## src/rtl/dcpu_boot_ctrl.sv

```systemverilog
// dcpu_boot_ctrl: dCPU boot/run sequencer; streams a program into memory, then runs the CPU under a cycle watchdog
// Optional feature macro: DCPU_BOOT_CHECKSUM_EN (ld_last byte becomes a mod-256 checksum, not written to memory)
// Ports: clk, rst (async, active-high); start;
//   loader stream ld_valid/ld_data/ld_last -> ld_ready;
//   CPU side cpu_stop/cpu_R/cpu_W/cpu_addr/cpu_data -> cpu_rst;
//   memory port mem_R/mem_W/mem_addr/mem_wdata;
//   status busy/done/err/load_count/run_cycles.
module dcpu_boot_ctrl #(
  parameter logic [7:0] LOAD_BASE  = 8'd0,
  parameter int         MAX_CYCLES = 4096,
  parameter int         CNT_W      = 16
) (
  input  logic             clk,
  input  logic             rst,
  input  logic             start,
  input  logic             ld_valid,
  input  logic [7:0]       ld_data,
  input  logic             ld_last,
  output logic             ld_ready,
  output logic             cpu_rst,
  input  logic             cpu_stop,
  input  logic             cpu_R,
  input  logic             cpu_W,
  input  logic [7:0]       cpu_addr,
  input  logic [7:0]       cpu_data,
  output logic             mem_R,
  output logic             mem_W,
  output logic [7:0]       mem_addr,
  output logic [7:0]       mem_wdata,
  output logic             busy,
  output logic             done,
  output logic [1:0]       err,
  output logic [8:0]       load_count,
  output logic [CNT_W-1:0] run_cycles
);
  localparam logic [2:0] S_IDLE = 3'd0, S_LOAD = 3'd1, S_REL = 3'd2, S_RUN = 3'd3, S_DONE = 3'd4, S_ERR = 3'd5;
  // Separate unsaturated watchdog counter so the trip point is independent of CNT_W.
  localparam int WD_W = $clog2(MAX_CYCLES + 1);
  logic [2:0]      state, state_nx;
  logic [WD_W-1:0] wd;
  logic            xfer, wr, full, trip, restart;
  assign xfer    = state == S_LOAD && ld_valid;
`ifdef DCPU_BOOT_CHECKSUM_EN
  logic [7:0] sum;
  assign wr      = xfer && !ld_last;
`else
  assign wr      = xfer;
`endif
  assign full    = wr && load_count == 9'd255;
  assign trip    = wd == WD_W'(MAX_CYCLES - 1);
  assign restart = start && (state == S_IDLE || state == S_DONE || state == S_ERR);
  always_comb begin
    state_nx = state;
    case (state)
      S_IDLE, S_DONE, S_ERR: state_nx = start ? S_LOAD : state;
`ifdef DCPU_BOOT_CHECKSUM_EN
      S_LOAD: state_nx = (xfer && ld_last) ? ((sum == ld_data) ? S_REL : S_ERR) : (full ? S_REL : S_LOAD);
`else
      S_LOAD: state_nx = (full || (xfer && ld_last)) ? S_REL : S_LOAD;
`endif
      S_REL:  state_nx = S_RUN;
      S_RUN:  state_nx = cpu_stop ? S_DONE : (trip ? S_ERR : S_RUN);
      default: state_nx = S_IDLE;
    endcase
  end
  always_ff @(posedge clk or posedge rst) begin
    if (rst) begin
      state      <= S_IDLE;
      cpu_rst    <= 1'b1;
      err        <= 2'b00;
      load_count <= 9'd0;
      run_cycles <= '0;
      wd         <= '0;
`ifdef DCPU_BOOT_CHECKSUM_EN
      sum        <= 8'd0;
`endif
    end else begin
      state   <= state_nx;
      cpu_rst <= state_nx != S_RUN;
      if (restart) begin
        load_count <= 9'd0;
        run_cycles <= '0;
        err        <= 2'b00;
        wd         <= '0;
`ifdef DCPU_BOOT_CHECKSUM_EN
        sum        <= 8'd0;
`endif
      end
      if (wr) load_count <= load_count + 9'd1;
`ifdef DCPU_BOOT_CHECKSUM_EN
      if (wr) sum <= sum + ld_data;
      if (xfer && ld_last && sum != ld_data) err <= 2'b10;
`endif
      if (state == S_RUN) begin
        wd <= wd + 1'b1;
        if (run_cycles != '1) run_cycles <= run_cycles + 1'b1;
        if (!cpu_stop && trip) err <= 2'b01;
      end
    end
  end
  assign ld_ready  = state == S_LOAD;
  assign busy      = state == S_LOAD || state == S_REL || state == S_RUN;
  assign done      = state == S_DONE;
  assign mem_R     = ld_ready | cpu_rst | cpu_R;
  assign mem_W     = ld_ready ? !wr : (cpu_rst | cpu_W);
  assign mem_addr  = ld_ready ? LOAD_BASE + load_count[7:0] : cpu_addr;
  assign mem_wdata = ld_ready ? ld_data : cpu_data;
endmodule

```

## config.mk

```make
export PLATFORM = sky130hd
export DESIGN_NAME = dcpu_boot_ctrl
export DESIGN_NICKNAME = d
export VERILOG_FILES = /design/src/rtl/dcpu_boot_ctrl.sv
export SDC_FILE = /design/constraint.sdc
export NUM_CORES = 1
export LEC_CHECK = 0
export BUFFER_PORTS_ARGS = -buffer_cell sky130_fd_sc_hd__buf_2
export CAP_MARGIN = 20
export CORE_MARGIN = 8
export CORE_UTILIZATION = 46
export CTS_BUF_LIST = sky130_fd_sc_hd__clkbuf_4 sky130_fd_sc_hd__clkbuf_8 sky130_fd_sc_hd__clkbuf_16
export DETAILED_ROUTE_END_ITERATION = 8
export MAX_ROUTING_LAYER = met4
export PLACE_DENSITY_LB_ADDON = 0.25
export SYNTH_ARGS = -nofsm -noshare
export SYNTH_HDL_FRONTEND = slang
export SYNTH_SLANG_ARGS = --single-unit
```

## constraint.sdc

```tcl
create_clock -name clk -period 1.7 [get_ports clk]
set_input_delay 0.17 -clock clk [delete_from_list [all_inputs] [get_ports clk]]
set_output_delay 0.17 -clock clk [all_outputs]
set_load 0.01 [all_outputs]
```

==> results of run 1 <==
-- power by group --
group	total, uW	switching [uW]	internal (uW)
registers	1350	149	1200
clock network	814	361	452
logic	2720	1320	1400
total	4880	1830	3050
-- area by class of cell --
| class | count | area, sq um |
|---|---|---|
| fill | 392 | 1600 |
| sequential | 44 | 1100 |
| multi-input combinational | 201 | 1560 |
| clock buffer | 6 | 76.3 |
| clock inverter | 2 | 35.0 |
| tap | 72 | 90.1 |
| inverter | 7 | 26.3 |
| timing repair buffer | 127 | 885 |
-- through the flow --
stage / TNS (ns) / instance area, sq um / hold WS, ns
2_1_floorplan: -0.0763 / 2520 / 0.268
6_report: -1.51 / 3770 / -0.00210
5_1_grt: -2.91 / 3770 / 0.0521
4_1_cts: -1.44 / 3550 / 0.0168
3_5_place_dp: -0.0644 / 3240 / 0.347
3_3_place_gp: -0.000427 / 3240 / 0.349
-- flip-flops by register name, indices dropped and copies added (netlist names) --
name / cells
run_cycles: 16
err: 2
wd: 13
cpu_rst: 1
state: 3
load_count: 9
-- path summary, 6_finish.rpt --
kind                            slack (ns)     start        endpoint
worst max-delay path                 -0.11  state[2]    mem_wdata[3]
worst min-delay path                -0.002       rst   load_count[5]
worst max register to register           0  state[2]  run_cycles[10]
worst min register to register        0.49    err[0]          err[0]
max in group asynchronous             1.30       rst        state[0]
min in group clk                      0.07     start        state[2]
-- cell usage in the layout (no fill, tap or decap), types with 8 or more instances in the layout --
master	synthesis	final
sky130_fd_sc_hd__nand2_1	33	33
sky130_fd_sc_hd__mux2i_1	8	8
sky130_fd_sc_hd__o31ai_1	8	8
sky130_fd_sc_hd__mux2_2	16	15
sky130_fd_sc_hd__nor2_1	12	11
sky130_fd_sc_hd__dfrtp_1	43	42
sky130_fd_sc_hd__buf_4	0	41
sky130_fd_sc_hd__o21ai_0	24	20
sky130_fd_sc_hd__nand4_1	9	9
sky130_fd_sc_hd__buf_6	0	21
sky130_fd_sc_hd__buf_2	6	64
-- routing by layer --
metal | track usage, % | share of wire (%)
met5 | - | 0
met2 | 31.2 | 53
met1 | 21.2 | 41
met3 | 3.99 | 4.0
met4 | 5.22 | 2.0
-- worst max-delay path, cell delays in order, from the launching register on --
cell                       delay, ns
sky130_fd_sc_hd__dfrtp_1        0.41
sky130_fd_sc_hd__nand2b_4       0.16
sky130_fd_sc_hd__nor2_4         0.11
sky130_fd_sc_hd__buf_12         0.17
sky130_fd_sc_hd__mux2_2         0.36
sky130_fd_sc_hd__buf_6          0.13
-- kinds of logic after synthesis --
family	Yosys count	synth area share, %
simple gates	107	23.5
compound gates	61	15.2
flops	44	44.0
mux	24	10.4
buf+inv	19	3.15
xor+xnor	5	1.75
fa+ha+maj	4	2.00
-- what timing repair did --
action	CTS	global route
gates resized for setup	30	34
pin swaps	4	14
gates cloned	0	0
hold buffers	0	0
endpoints found under the setup margin	20	52
setup buffers	3	8
==> flow_summary.json, run 1 <==
{
  "drc": 0,
  "clk_latency_ns": 0.30,
  "max_slew.worst_pin.slew_ns": 0.613,
  "mean_instance_size_in_the_synthesized_netlist_sq_um": 9.49,
  "synth_top_cells_by_area": "sky130_fd_sc_hd__dfrtp_1 (43%), sky130_fd_sc_hd__mux2_2 (7.2%), sky130_fd_sc_hd__nand2_1 (4.9%)",
  "num_antenna_cells": 0,
  "report.final.hold_viol_count": 5,
  "critical_path_data_arrival_time_ns": 1.64,
  "timing.hold.ws_ns": -0.00210,
  "power-per-cell-area_nw_per_um2": 1290,
  "die_height_um": 89.8,
  "route.final.wire_length_mm": 7.48,
  "postLayoutSetupSlackWorst_ns": -0.106,
  "clk_pin_slew_ns": 0.09,
  "place_hpwl_mm": 5.21,
  "grt_max_degree": 45,
  "worstPathMaxFanout": 19,
  "finish.cell_count_without_fillers": 459,
  "setup_repair_after_global_routing_missed_its_margin": "true",
  "die_w_um": 89.8,
  "dr.first_iter.drc_count": 114,
  "post_synth_instance_area_sq_um": 2500,
  "rr_worst_depth": 5,
  "dp.cells": 440,
  "drv_slew": 0,
  "rows": 27,
  "drtAntennaViolNets": 0,
  "post_drt_wl_per_cell_um": 16.3,
  "critical_path_required_ns": 1.53,
  "syn2layout_area_growth_pct": 50.6,
  "timing.clock.skew_ns": 0.0110,
  "async_flop_share_pct": 100,
  "io_pins": 81,
  "cells_after_synthesis": 264,
  "final-setup-viol-count": 18,
  "net_count_synth": 300,
  "worst_setup_end_kind": "output pin",
  "startpoint_type": "flip-flop",
  "violations": "negative hold slack, negative setup slack",
  "most_used_dff_post_synth": "sky130_fd_sc_hd__dfrtp_1",
  "final_min_period_over_clock_period_pct": 106,
  "wire_length_of_the_first_global_routing_pass_mm": 12.2,
  "yosysUniqueCellTypes": 47,
  "tritoncts.num_buffers": 5,
  "synth_largest_area_cell": "sky130_fd_sc_hd__dfrtp_1",
  "drive_above_1_share_pct": 48.3,
  "max_freq_mhz": 554,
  "synth_warnings": 0,
  "min-delay-path-class": "primary input to asynchronous set/reset pin",
  "synth_enable_flop_cells": 0,
  "post-synth-top-area-fraction_pct": 43.0,
  "maxSlewHeadroom_pct": 59.0,
  "via_count_of_the_first_global_routing_pass": 2497,
  "area_of_the_die_sq_um": 8060,
  "max_cap_viol_count": 0,
  "synth_sequential_area_ratio_pct": 44.0,
  "dp_worst_setup_slack_ns": -0.0644,
  "routed_via_density": 5.44,
  "core_area_sq_um": 5370,
  "final.min_clock_period_ns": 1.81,
  "status": "complete, but fails checks",
  "total_of_flip_flops_plus_latches_after_synthesis": 44,
  "tritoncts_num_sinks": 44,
  "initial_core_util_pct": 46.6,
  "cts_root_buffer": "sky130_fd_sc_hd__clkbuf_8",
  "grt.total_usage_pct": 18.4,
  "top_cell_types_by_occurrence_after_synthesis": "sky130_fd_sc_hd__dfrtp_1 (43), sky130_fd_sc_hd__nand2_1 (33), sky130_fd_sc_hd__o21ai_0 (24)",
  "tritoncts": "built",
  "final_core_util_pct": 70.2,
  "report.power.total_uw": 4880,
  "io_buffers": 80,
  "overflow": 0,
  "via_count": 2498,
  "initial_antenna_violation_count": 0,
  "timing.setup.critical_path_class": "flip-flop to output pin",
  "top_count_cell_post_synth": "sky130_fd_sc_hd__dfrtp_1",
  "cts_max_path_buffers": 2,
  "ir_drop_mv": 0.821,
  "h-tree-depth": 2,
  "cellLeakagePower_uw": 0.00177,
  "drtPass1Iterations": 4,
  "nets": 422,
  "routabilityCongestion": 0.828
}
Power figures use the tool's default switching activity.
==> run 2, diff against run 1 <==
Settings changed: CORE_UTILIZATION 46 to 50, REMOVE_ABC_BUFFERS from default to 1.
Clock period 1.7 ns to 2.1 ns, I/O delays scaled along.
==> run 2 against run 1 <==
Net effect:
- critical endpoint is now mem_addr[3]
- utilization shrank 4.4 points
- worst setup slack gained 0.17 ns
- the run now ends clean
- critical path depth is the same
- clock-buffer cell count grew 2
- largest cell class unchanged
- clock skew shrank 0.0061 ns
==> flow_summary.json, run 2 (synthesized netlist as in run 1, its figures left out) <==
{
  "status": "completed",
  "max_slew.worst_pin.slew_ns": 0.596,
  "worst_r2r_startpoint": "load_count[0]",
  "overflow": 0,
  "postLayoutSetupSlackWorst_ns": 0.0602,
  "min-delay-path-class": "primary input to asynchronous set/reset pin",
  "h-tree-depth": 2,
  "maxSlewHeadroom_pct": 60.2,
  "timing.critical_path.cells": "nand2b_2 > nor2_4 > clkbuf_16 > mux2_2 > buf_2",
  "grt_max_degree": 45,
  "tritoncts": "built",
  "tritoncts.num_buffers": 5,
  "drive_above_1_share_pct": 35.0,
  "area_of_the_die_sq_um": 7530,
  "ir_drop_mv": 0.754,
  "registers.top_by_ff_count": "run_cycles",
  "max_stage_delay_ns": 0.41,
  "dr.first_iter.drc_count": 114,
  "max_freq_mhz": 490,
  "fillers": 417,
  "setup_repair_after_global_routing_missed_its_margin": "false",
  "clk_pin_slew_ns": 0.08,
  "via_count_of_the_first_global_routing_pass": 2215,
  "startpoint_type": "flip-flop",
  "dp.cells": 408,
  "initial_core_util_pct": 52.3,
  "report.final.hold_viol_count": 0,
  "cts_root_buffer": "sky130_fd_sc_hd__clkbuf_8",
  "worst_setup_end_kind": "output pin",
  "crit_path_start": "state[2]",
  "top_regs": "run_cycles x16, wd x13, load_count x9",
  "core_area_sq_um": 4790,
  "die_height_um": 86.8,
  "drtAntennaViolNets": 0,
  "critical_path_data_arrival_time_ns": 1.83,
  "clk_latency_ns": 0.30,
  "worst_path_max_delay_cell": "sky130_fd_sc_hd__dfrtp_2",
  "setup-tns-final_ns": 0,
  "die_w_um": 86.8,
  "timing.clock.skew_ns": 0.00492,
  "routabilityCongestion": 0.817,
  "via_count": 2337,
  "place_hpwl_mm": 4.73,
  "mostFrequentLayoutCells": "sky130_fd_sc_hd__buf_2 (80), sky130_fd_sc_hd__dfrtp_1 (41), sky130_fd_sc_hd__nand2_1 (33)",
  "dp_worst_setup_slack_ns": 0.220,
  "syn2layout_area_growth_pct": 25.8,
  "wire_length_of_the_first_global_routing_pass_mm": 10.6,
  "finish.cell_count_without_fillers": 418,
  "drv_slew": 0,
  "timing.hold.ws_ns": 0.0323,
  "critical_path_required_ns": 1.89,
  "tritoncts_num_sinks": 44,
  "worstPathMaxFanout": 9,
  "final_min_period_over_clock_period_pct": 97.1,
  "cellLeakagePower_uw": 0.00151,
  "post_drt_wl_per_cell_um": 16.1,
  "initial_antenna_violation_count": 0,
  "grt.total_usage_pct": 17.9,
  "routed_via_density": 5.59,
  "num_antenna_cells": 0,
  "drtPass1Iterations": 4,
  "io_pins": 81,
  "cts_max_path_buffers": 2,
  "power-per-cell-area_nw_per_um2": 1050,
  "nets": 386,
  "report.power.total_uw": 3300,
  "drc": 0,
  "hold_buf_cts": 0,
  "io_buffers": 80,
  "max_cap_viol_count": 0,
  "layout.cells.most_common": "sky130_fd_sc_hd__buf_2",
  "final-setup-viol-count": 0,
  "final.min_clock_period_ns": 2.04,
  "rows": 25,
  "largest_reg_flops": 16,
  "timing.setup.critical_path_class": "flip-flop to output pin",
  "route.final.wire_length_mm": 6.71
}
## run 2: cell types whose count changed in the layout (fill, tap and decap cells not counted), moves of 3 or more
cell and delta:
sky130_fd_sc_hd__ha_1 +3, sky130_fd_sc_hd__or4_1 +3, sky130_fd_sc_hd__o21ai_0 +4, sky130_fd_sc_hd__nor4b_1 +3, sky130_fd_sc_hd__buf_4 -32, sky130_fd_sc_hd__a21oi_1 +4, sky130_fd_sc_hd__buf_2 +16, sky130_fd_sc_hd__buf_6 -21
sky130_fd_sc_hd__a21oi_2 -4, sky130_fd_sc_hd__o21ai_1 -3, sky130_fd_sc_hd__or4_4 -3, sky130_fd_sc_hd__nand3_1 +3
## run 2: timing repair
action	in CTS	in global routing
setup buffers	0	1
pin swaps	0	1
setup endpoints to repair	16	16
gates cloned	0	1
resized for setup	1	5
## run 2: area by class of cell
type	count	area, sq um	area share, %
well taps	67	83.8	2.66
multi-input cells	201	1330	42.2
inverters	7	26.3	0.834
repair buffers	91	508	16.1
flip-flops and latches	44	1100	35.1
clock buffers	8	97.6	3.10
## run 2: stage by stage
| stage | cell area, sq um | util, % |
|---|---|---|
| 6_report | 3150 | 65.9 |
| 5_1_grt | 3150 | 65.9 |
| 4_1_cts | 3110 | 64.9 |
| 3_5_place_dp | 3000 | 62.8 |
| 3_3_place_gp | 3000 | 62.8 |
| 2_1_floorplan | 2450 | - |
## run 2: critical path, delay by kind of cell, from the launching register on
| family | cells | cell delay [ns] |
|---|---|---|
| buf+inv | 2 | 0.34 |
| flops | 1 | 0.41 |
| mux | 1 | 0.36 |
| simple gates | 2 | 0.42 |
## run 2: report_power, final
part	total [uW]	internal, uW	switching (uW)
Sequential	1140	973	169
Clock	580	294	286
Combinational	1580	725	850
## run 2: per-layer routing
metal / track usage (%) / vias up / share of wire [%]
met1: 21.0 / 1122 / 43
li1: - / 1153 / -
met4: 4.69 / 0 / 0.95
met2: 29.3 / 56 / 51
met5: - / - / 0
met3: 5.01 / 6 / 5.2
## run 2: path summary, 6_finish.rpt
check / end / slack (ns) / cells after the start
setup / recovery: mem_addr[3] / 0.06 / 5
hold / removal: run_cycles[2] / 0.03 / 3
setup reg to reg: state[0] / 0.20 / 8
hold reg to reg: err[0] / 0.48 / 1
max in group asynchronous: state[2] / 1.67 / 3
min in group clk: state[2] / 0.11 / 2
